$ cat src/rtl/sync_fifo_core.sv
// Single-clock FIFO with registered read data, registered per-edge op status and count-decoded flags.
// Latency: a word written at edge k is readable at edge k+1; data_out updates on the accepting read edge.
// Backpressure: writes into a full FIFO are dropped (overflow), reads from an empty FIFO are dropped (underflow).
module sync_fifo_core #(
    parameter int FIFO_WIDTH = 16,
    parameter int FIFO_DEPTH = 8
) (
    input  logic                  clk,
    input  logic                  rst_n,
    input  logic [FIFO_WIDTH-1:0] data_in,
    input  logic                  wr_en,
    input  logic                  rd_en,
    output logic [FIFO_WIDTH-1:0] data_out,
    output logic                  wr_ack,
    output logic                  overflow,
    output logic                  underflow,
    output logic                  full,
    output logic                  empty,
    output logic                  almostfull,
    output logic                  almostempty
);

    localparam int AW = $clog2(FIFO_DEPTH);
    localparam int CW = $clog2(FIFO_DEPTH) + 1;

    localparam logic [AW-1:0] PTR_LAST    = AW'(FIFO_DEPTH - 1);
    localparam logic [CW-1:0] CNT_FULL    = CW'(FIFO_DEPTH);
    localparam logic [CW-1:0] CNT_ALMOSTF = CW'(FIFO_DEPTH - 1);
    localparam logic [CW-1:0] CNT_ONE     = CW'(1);

    logic [FIFO_WIDTH-1:0] mem_q [FIFO_DEPTH];

    logic [AW-1:0]         wr_ptr_q, wr_ptr_d;
    logic [AW-1:0]         rd_ptr_q, rd_ptr_d;
    logic [CW-1:0]         count_q, count_d;
    logic [FIFO_WIDTH-1:0] data_out_q, data_out_d;
    logic                  wr_ack_q, wr_ack_d;
    logic                  overflow_q, overflow_d;
    logic                  underflow_q, underflow_d;

    logic wr_accept;
    logic rd_accept;

    assign full        = (count_q == CNT_FULL);
    assign empty       = (count_q == '0);
    assign almostfull  = (count_q == CNT_ALMOSTF);
    assign almostempty = (count_q == CNT_ONE);

    assign data_out  = data_out_q;
    assign wr_ack    = wr_ack_q;
    assign overflow  = overflow_q;
    assign underflow = underflow_q;

    // Acceptance uses the pre-edge flags, so a read on empty never sees the concurrent write.
    always_comb begin
        wr_accept   = wr_en && !full;
        rd_accept   = rd_en && !empty;

        wr_ptr_d    = wr_ptr_q;
        rd_ptr_d    = rd_ptr_q;
        count_d     = count_q;
        data_out_d  = data_out_q;
        wr_ack_d    = wr_accept;
        overflow_d  = wr_en && full;
        underflow_d = rd_en && empty;

        if (wr_accept) begin
            wr_ptr_d = (wr_ptr_q == PTR_LAST) ? '0 : wr_ptr_q + AW'(1);
        end

        if (rd_accept) begin
            rd_ptr_d   = (rd_ptr_q == PTR_LAST) ? '0 : rd_ptr_q + AW'(1);
            data_out_d = mem_q[rd_ptr_q];
        end

        case ({wr_accept, rd_accept})
            2'b10:   count_d = count_q + CW'(1);
            2'b01:   count_d = count_q - CW'(1);
            default: count_d = count_q;
        endcase
    end

    always_ff @(posedge clk or negedge rst_n) begin
        if (!rst_n) begin
            wr_ptr_q    <= '0;
            rd_ptr_q    <= '0;
            count_q     <= '0;
            data_out_q  <= '0;
            wr_ack_q    <= 1'b0;
            overflow_q  <= 1'b0;
            underflow_q <= 1'b0;
        end else begin
            wr_ptr_q    <= wr_ptr_d;
            rd_ptr_q    <= rd_ptr_d;
            count_q     <= count_d;
            data_out_q  <= data_out_d;
            wr_ack_q    <= wr_ack_d;
            overflow_q  <= overflow_d;
            underflow_q <= underflow_d;
        end
    end

    // Storage is deliberately left out of reset; only words behind rd_ptr are ever read.
    always_ff @(posedge clk) begin
        if (wr_accept) begin
            mem_q[wr_ptr_q] <= data_in;
        end
    end

endmodule

$ cat config.mk
export PLATFORM = sky130hd
export DESIGN_NAME = sync_fifo_core
export DESIGN_NICKNAME = d
export VERILOG_FILES = /design/src/rtl/sync_fifo_core.sv
export SDC_FILE = /design/constraint.sdc
export NUM_CORES = 1
export LEC_CHECK = 0
export CORE_AREA = 2 2 129 131
export CTS_CLUSTER_DIAMETER = 50
export CTS_CLUSTER_SIZE = 24
export DETAILED_ROUTE_END_ITERATION = 8
export DIE_AREA = 0 0 131 133
export PLACE_DENSITY = 0.69
export RECOVER_POWER = 100
export SYNTH_ARGS = -nofsm -noshare
export SYNTH_HDL_FRONTEND = slang
export SYNTH_SLANG_ARGS = --single-unit
$ cat constraint.sdc
create_clock -name clk -period 3.7 [get_ports clk]
set_input_delay 0.37 -clock clk [delete_from_list [all_inputs] [get_ports clk]]
set_output_delay 0.37 -clock clk [all_outputs]
set_load 0.01 [all_outputs]
==> run metrics <==
CP max-delay cell=clkbuf_1; CP arrival=3.27 ns; routability cong.=between 0.6 and 0.7; Slew Limit Fails=0; die area=17,400 sq um; Cell Pwr Density=about 780 nW/um^2; non-filler cells, final=between 600 and 700; Die Y=around 130 um; Setup TNS=0 ns; final setup fails=0; area of the mapped netlist=6300 sq um; post-synthesis sequential area ratio=0.725; Max Cap Viol=0; WL/cell=19.0 um; GR Overflow Total=0; DR vias/cell=approximately 5.1; nets=449; Final Skew=between 0.007 and 0.008 ns; slowest cell delay on critical path=around 1.0 ns; Final HPWL DP=about 7300 um; worst r2r src=count_q[0]; Area growth syn-to-layout=19.2%; FF-to-FF setup slack=~0.74 ns; post-CTS sizing=0; IO Port Bufs=42; H-tree Lvls=4; first-pass GRT wire length=19,100 um; Clk Latency, worst-skew pair=0.43 ns; largest net degree at the start of global routing=27; Syn Inst Count=between 300 and 400; crit-path cells=inv_1, ha_1, nor3b_1, buf_4, nand2b_1, clkbuf_1, mux2_2; Comb pwr share=0.290; placed cells=between 600 and 700; Avg Inst Size Synth=17.3 sq um; Core Area=about 16,000 sq um; fin crit period=approximately 3.0 ns; worst vdd ir=between 0.5 and 0.6 mV; Leak Pwr=2.67 nW; num rows=between 40 and 50; Synthesis Warnings=0; io pins=43; die width=between 100 and 150 um; CTS sink cnt=about 160; RSZ-0062 raised after global routing=no; cell area after layout=between 7000 and 8000 sq um; layer with the highest usage=met2; initial antenna violation count=0; Final Hold Viols=0; initial DRC count=around 250; number of global-route vias before repair=around 3,500; CTS clock-pin slew for the worst setup and hold paths=roughly 0.06 ns; via count=about 3,300; Tcrit/Tclk final=0.801; most frequent cells in the layout=edfxtp_1, dlygate4sd3_1, mux2_2; Max Buffers Root-to-Sink=2; met2 Use GR=0.248; CP required=roughly 4.0 ns; met3 usage=0.0437; drt first pass iters=4; TritonCTS clock tree=yes; hold buffers post-CTS=0; Crit Path Category=reg2reg; Flop pwr share=0.432; DRC viols=0; CTS Buf Count=17; met1 usage=0.193; number of library cell types mapped by synthesis=31; Crit. Startpoint=count_q[0]; CP Launch Type=flip-flop; Worst Path Max Fanout=20; Hold WS=0.414 ns; Post-DP Area=between 7000 and 8000 sq um; drt total wl=between 10,000 and 15,000 um; gr usage total=0.153; fraction of layout cells with a size suffix above 1=0.191; ANT cells=0; Starting Density=0.390; root buf cell=clkbuf_16; Peak Freq=around 340 MHz; net switching power=approximately 0.0018 W; type of the worst min-delay path=in2async; worst slew pin tran=around 1.4 ns; setup bufs post-CTS=0; Slew headroom=0.0508; Int Power=slightly above 0.004 W; syn_nets=~390; Synth Register Bits=157; status=completed; commonest non-fill, non-tap cell in the layout=edfxtp_1; Switching Share=0.305; CP Capture Type=flip-flop; clock share of power=0.277; DRT antenna net count=0
[state kept, by name (all words and copies together) (netlist names)]
| signal | flops |
|---|---|
| mem_q | 128 |
| data_out | 16 |
| count_q | 4 |
| rd_ptr_q | 3 |
| wr_ptr_q | 3 |
| overflow | 1 |
| underflow | 1 |
| wr_ack | 1 |
[per-layer routing]
metal | part of all wire | routed length, um
met1 | 0.44 | 5450
met3 | 0.034 | 426
met4 | 0.017 | 214
met2 | 0.51 | 6330
met5 | 0 | 0
[critical path, delay by kind of cell, from the launching register on]
kind | cells | cell delay [ns]
simple gates | 2 | 0.36
buf+inv | 3 | 1.40
mux | 1 | 0.43
flops | 1 | 0.45
fa+ha+maj | 1 | 0.19
[through the flow]
| step | total power, W | setup slack, ns | utilization |
|---|---|---|---|
| detailed placement | 0.00439 | 1.22 | 0.435 |
| finish | 0.00589 | 0.737 | 0.465 |
| global route | 0.00618 | 0.569 | 0.465 |
| floorplan | 0.00375 | 0.702 | - |
| CTS | 0.00603 | 1.16 | 0.469 |
| global placement | 0.00433 | 1.37 | 0.435 |
[power groups by stage]
stage	clock (W)	combinational (W)	sequential (W)
after floorplan	0	0.00124	0.00251
after global placement	0	0.00176	0.00257
after detailed placement	0	0.00180	0.00259
after CTS	0.00166	0.00181	0.00256
after global routing	0.00173	0.00185	0.00259
final	0.00163	0.00171	0.00255
[synth_stat cells]
cell type | n | area (sq um)
clkbuf_1 | 4 | 15.0
nand3_1 | 1 | 5.00
mux2i_1 | 33 | 330
xor2_1 | 2 | 17.5
and2_1 | 2 | 12.5
nand2b_1 | 5 | 31.3
mux2_2 | 36 | 405
o22ai_1 | 16 | 100
edfxtp_1 | 128 | 3840
dfrtp_1 | 29 | 726
inv_1 | 6 | 22.5
buf_2 | 7 | 35.0
buf_4 | 3 | 22.5
nor3b_1 | 2 | 15.0
nand2_1 | 5 | 18.8
xnor2_1 | 2 | 17.5
or4b_1 | 1 | 10.0
a22o_1 | 16 | 140
o31ai_2 | 16 | 200
mux2_1 | 1 | 11.3
clkbuf_2 | 1 | 5.00
nor4_1 | 1 | 6.26
a21oi_1 | 1 | 5.00
ha_1 | 8 | 100
nor3_1 | 4 | 20.0
o21ai_0 | 19 | 95.1
nand3b_1 | 1 | 7.51
nor2_1 | 8 | 30.0
buf_6 | 3 | 33.8
nor2b_1 | 2 | 12.5
nand4b_1 | 1 | 8.76
[final timing paths]
path / to / depth (start not counted)
worst max-delay path: rd_ptr_q[2] / 7
worst min-delay path: data_out[11] / 1
worst max register to register: rd_ptr_q[2] / 7
worst min register to register: data_out[15] / 2
max in group asynchronous: data_out[2] / 2
min in group clk: data_out[15] / 2
[final cells by class]
| class | instances | area [sq um] |
|---|---|---|
| Clock buffer | 24 | 462 |
| Timing Repair Buffer | 56 | 484 |
| Sequential cell | 157 | 4570 |
| Clock inverter | 8 | 93.8 |
| Fill cell | 1387 | 8660 |
| Inverter | 6 | 22.5 |
| Multi-Input combinational cell | 183 | 1610 |
| Tap cell | 220 | 275 |
[kinds of logic (layout without fill, tap and decap cells)]
kind of cell             count (synthesis)  in the layout  synth area share
flip-flops                             157            157             0.725
multiplexers                            70             70             0.118
AO/OA/AOI/OAI                           68             68            0.0857
AND/OR/NAND/NOR                         33             33            0.0282
buffers and inverters                   24             94            0.0212
adder cells (fa/ha/maj)                  8              8            0.0159
XOR/XNOR                                 4              4           0.00556
Note: power is estimated with default switching activity, not from simulation.
